**src/rtl/qmath_pkg.sv**
```systemverilog
// qmath_pkg: shared Q-format constants and multiplier state encoding
package qmath_pkg;
  localparam int N_DEF = 32;
  localparam int Q_DEF = 15;
  localparam int SIGN_IDX = N_DEF - 1;
  typedef enum logic [1:0] {IDLE, BUSY, DONE} state_t;
endpackage

```
**src/rtl/qmult_step.sv**
```systemverilog
// qmult_step: one combinational shift-add step (acc_nxt = lsb ? acc + mcand : acc)
module qmult_step #(
  parameter int W = 62
) (
  input  logic [W-1:0] acc,
  input  logic [W-1:0] mcand,
  input  logic         lsb,
  output logic [W-1:0] acc_nxt
);
  assign acc_nxt = lsb ? acc + mcand : acc;
endmodule

```
**src/rtl/qmult_seq.sv**
```systemverilog
// qmult_seq: sequential sign-magnitude Q(N-1-Q).Q shift-add multiplier with valid/ready handshakes
// ports: clk, rst (sync, active-high); in_valid/in_ready with a, b; out_valid/out_ready with c, ovf
// QMULT_SAT_EN defined: overflow saturates the magnitude to all ones; undefined: it wraps
module qmult_seq
  import qmath_pkg::*;
#(
  parameter int N = N_DEF,
  parameter int Q = Q_DEF
) (
  input  logic         clk,
  input  logic         rst,
  input  logic         in_valid,
  output logic         in_ready,
  input  logic [N-1:0] a,
  input  logic [N-1:0] b,
  output logic         out_valid,
  input  logic         out_ready,
  output logic [N-1:0] c,
  output logic         ovf
);
  localparam int M = N - 1;
  localparam int W = 2 * M;
  localparam int CW = $clog2(M + 1);
  state_t state_q, state_d;
  logic sign_q, sign_d, ovf_q, ovf_d, hi, last;
  logic [W-1:0] acc_q, acc_d, mcand_q, mcand_d, acc_step;
  logic [M-1:0] mplier_q, mplier_d, mag_raw, mag;
  logic [CW-1:0] cnt_q, cnt_d;
  logic [N-1:0] c_q, c_d, res;
  qmult_step #(.W(W)) u_step (
    .acc(acc_q),
    .mcand(mcand_q),
    .lsb(mplier_q[0]),
    .acc_nxt(acc_step)
  );
  assign in_ready = state_q == IDLE;
  assign out_valid = state_q == DONE;
  assign c = c_q;
  assign ovf = ovf_q;
  assign last = cnt_q == CW'(M - 1);
  assign mag_raw = acc_step[Q+N-2:Q];
  assign hi = |acc_step[W-1:Q+N-1];
`ifdef QMULT_SAT_EN
  assign mag = hi ? '1 : mag_raw;
`else
  assign mag = mag_raw;
`endif
  // zero magnitude never carries a sign
  assign res = {sign_q & |mag, mag};
  always_comb begin
    state_d = state_q;
    sign_d = sign_q;
    acc_d = acc_q;
    mcand_d = mcand_q;
    mplier_d = mplier_q;
    cnt_d = cnt_q;
    c_d = c_q;
    ovf_d = ovf_q;
    if (state_q == IDLE && in_valid) begin
      state_d = BUSY;
      sign_d = a[N-1] ^ b[N-1];
      acc_d = '0;
      mcand_d = {{M{1'b0}}, a[N-2:0]};
      mplier_d = b[N-2:0];
      cnt_d = '0;
    end else if (state_q == BUSY) begin
      acc_d = acc_step;
      mcand_d = mcand_q << 1;
      mplier_d = mplier_q >> 1;
      cnt_d = cnt_q + CW'(1);
      if (last) begin
        state_d = DONE;
        c_d = res;
        ovf_d = hi;
      end
    end else if (state_q == DONE && out_ready) begin
      state_d = IDLE;
    end
  end
  always_ff @(posedge clk) begin
    if (rst) begin
      state_q <= IDLE;
      sign_q <= 1'b0;
      acc_q <= '0;
      mcand_q <= '0;
      mplier_q <= '0;
      cnt_q <= '0;
      c_q <= '0;
      ovf_q <= 1'b0;
    end else begin
      state_q <= state_d;
      sign_q <= sign_d;
      acc_q <= acc_d;
      mcand_q <= mcand_d;
      mplier_q <= mplier_d;
      cnt_q <= cnt_d;
      c_q <= c_d;
      ovf_q <= ovf_d;
    end
  end
endmodule

```
**config.mk**
```make
export PLATFORM = sky130hd
export DESIGN_NAME = qmult_seq
export DESIGN_NICKNAME = d
export VERILOG_FILES = /design/src/rtl/qmath_pkg.sv /design/src/rtl/qmult_step.sv /design/src/rtl/qmult_seq.sv
export SDC_FILE = /design/constraint.sdc
export NUM_CORES = 1
export LEC_CHECK = 0
export CORE_ASPECT_RATIO = 1.5
export CORE_MARGIN = 5
export CORE_UTILIZATION = 40
export CTS_CLUSTER_SIZE = 16
export DETAILED_ROUTE_END_ITERATION = 10
export PLACE_DENSITY = 0.69
export SYNTH_ARGS = -nofsm -noshare
export SYNTH_HDL_FRONTEND = slang
export SYNTH_HIERARCHICAL = 1
export SYNTH_SLANG_ARGS = --single-unit
```
**constraint.sdc**
```tcl
create_clock -name clk -period 4.7 [get_ports clk]
set_input_delay 0.94 -clock clk [delete_from_list [all_inputs] [get_ports clk]]
set_output_delay 0.94 -clock clk [all_outputs]
set_load 0.01 [all_outputs]
```
==> results.ini <==
[cts]
post-cts-setup-buffer-count = 0
ctsHoldBuffers = 0
clkTransAtPathRegs_ns = 0.07
cts_root_buf = clkbuf_16
post_cts_resize_count = 0
clockBufferDepth = 2
cts.htree.levels = 4
cts.sinks = 196
tritoncts = built
clk_latency_ns = 0.46
cts_inserted_buffers = 17

[power]
power_density_nw_per_um2 = 265
p_leak_nw = 4.95
ir_worst_vdd_v = 0.000239

[synth]
syn_area_sq_um = 11900
yosysSeqAreaShare = 0.329
ys_types = 82
ys.flop_type = dfxtp_1
yosysMostFrequentCell = nand2_1
synthTopCellsByCount = 380 x nand2_1, 257 x a21oi_1, 196 x dfxtp_1, 63 x ha_1, 63 x nor2_1
synth-edff-count = 0
netlist.area_leader.share = 0.329
avgSynthCellArea_sq_um = 7.63
yosysWarningCount = 6
synthCells = 1565
synthArstFlopShare = 0
yosys-top-cells-area = dfxtp_1 33%, nand2_1 12%, a21oi_1 11%
netlist.top_cell.by_area = dfxtp_1
syn_nets = 1697
ys_ff_latch = 196

[cells_and_area]
n_antenna_cell = 0
nets = 1722
fin_util = 0.462
drive_gt1_frac = 0.0786
final_cells = 1998
area_growth_syn_to_layout_pct = 14.2

[sta]
hold-worst-slack_ns = 0.454
finalSetupViolCount = 0
period_needed_ns = 3.95
slew_violations = 0
skew_ns = 0.0127
tns_ns = 0
period_share = 0.841
relSlewSlack = 0.481
fmax_mhz = 253
hold_viol_final = 0
grt_setup_unrepaired = no
worstMarginPinSlew_ns = 0.779

[critical_path]
crit_chain = ha_1 -> fa_1 -> a21o_1 -> nand4_1 -> a21oi_2 -> o211ai_1 -> a2111oi_2 -> or2_2 -> a31oi_1 -> xnor2_1 -> mux2_2 -> nor4_1 -> nand4_1 -> o211ai_1 -> a21oi_1
r2r_slack_ns = 0.75
r2r_start = mcand_q[0]
arrival_ns = 4.28
end_kind = flip-flop
start_kind = flip-flop
slowest_delay_ns = 0.58
rr_endpoint = c[31]
crit_type = flip-flop to flip-flop
crit_fanout = 3
crit_slowest_cell = a2111oi_2
required_ns = 5.03
rr_worst_depth = 15

[run]
max-cap-violations = 0

[die]
die_w_um = 151
core_area_sq_um = 29500
start_util = 0.405
rows = 77
ios = 103
fp.dieArea_sq_um = 33500
fp.dieH_um = 222

[grt]
grt.total_usage = 0.194
grt_max_degree = 117
antenna_found_initial = 0
grt_pass1_vias = 11100
grt_pass1_wl_mm = 53.3
overflow = 0

[drt]
drc = 0
wl_mm = 33.0
wl_per_cell_um = 16.5
via_count = 11300
via_per_inst = 5.64
drt_pass1_iterations = 6
initialDrtViolationCount = 714
ant_nets = 0

[worst_hold_path]
hold_class = flip-flop to flip-flop
hold_depth = 2
hp-start = mplier_q[1]
holdPathEnd = mplier_q[1]

[status]
status = finished clean

[placed_design]
io_buffers = 102
gp_congestion = 0.947
dp.final_hpwl_mm = 24.4
placed_cells = 1966

==> cell type report <==
class / instances / area [sq um]
flip-flops and latches: 196 / 3930
clock buffers: 19 / 443
inverters: 22 / 82.6
repair buffers: 116 / 1140
clock inverters: 13 / 145
well taps: 395 / 494
multi-input cells: 1237 / 7400
fillers: 3025 / 15900
==> flip-flops by register name (all words and copies together) (netlist names) <==
name	count
acc_q	62
mcand_q	62
state_q	2
sign_q	1
cnt_q	5
mplier_q	31
c	32
ovf	1
==> kinds of logic (layout without fill, tap and decap cells) <==
group,count (synthesis),in the layout,synth area share
simple gates,572,572,0.206
compound gates,506,506,0.265
flops,196,196,0.329
buf+inv,132,170,0.0532
fa+ha+maj,64,64,0.0677
xor+xnor,50,50,0.0367
mux,45,45,0.0427
==> worst max-delay path: cells and delay by family, from the launching register on <==
family                     cells  cell delay [ns]
adders and majority gates      2             0.46
DFF                            1             0.36
muxes                          1             0.29
and+or+nand+nor                4             1.00
AOI/OAI and AO/OA              7             1.56
xor gates and xnor gates       1             0.15
==> power breakdown <==
group	internal [mW]	total [mW]	switching [mW]
combinational	0.152	0.393	0.241
sequential	1.70	1.74	0.0362
clock	0.804	1.49	0.681
total	2.66	3.62	0.959
==> cell usage in the layout (no fill, tap or decap), types with 14 or more instances in the layout <==
cell type	netlist	final
nand3_1	20	20
dfxtp_1	196	195
a21o_1	28	28
mux2_2	43	43
inv_1	21	21
clkbuf_16	0	17
nor3_1	19	19
nor2_1	63	63
buf_4	8	14
xor2_1	21	21
nand2_1	380	380
a21oi_1	257	257
a211oi_1	14	14
ha_1	63	63
nand4_1	23	23
nor4_1	15	15
xnor2_1	29	29
clkdlybuf4s50_1	0	101
a22oi_1	61	61
o21ai_0	45	45
==> layer usage <==
layer  GRT usage  share of wire  vias up  wire length, um
li1            -              -     5596                -
met1       0.205           0.39     5288            12800
met2       0.355           0.53      288            17400
met3      0.0331          0.038      104             1260
met4       0.106          0.047        0             1560
met5           0              0        -                0
==> worst max path at each step <==
stage | from | end | slack, ns | cells past startpoint
2_1_floorplan | acc_q[8] | c[31] | 1.39 | 15
6_report | mcand_q[0] | c[31] | 0.75 | 15
3_5_place_dp | mcand_q[0] | c[31] | 0.79 | 15
3_3_place_gp | acc_q[1] | ovf | 0.95 | 14
4_1_cts | mcand_q[0] | c[31] | 0.77 | 15
5_1_grt | mcand_q[1] | ovf | 0.58 | 14
==> metrics by stage <==
| step | power (mW) | setup WS [ns] | area (sq um) |
|---|---|---|---|
| after floorplan | 2.04 | 1.39 | 11900 |
| after global placement | 2.16 | 0.951 | 13000 |
| after detailed placement | 2.17 | 0.793 | 13000 |
| after CTS | 3.65 | 0.769 | 13600 |
| after global routing | 3.76 | 0.580 | 13600 |
| final | 3.62 | 0.747 | 13600 |
No activity file was read; power rests on OpenSTA's default activity.
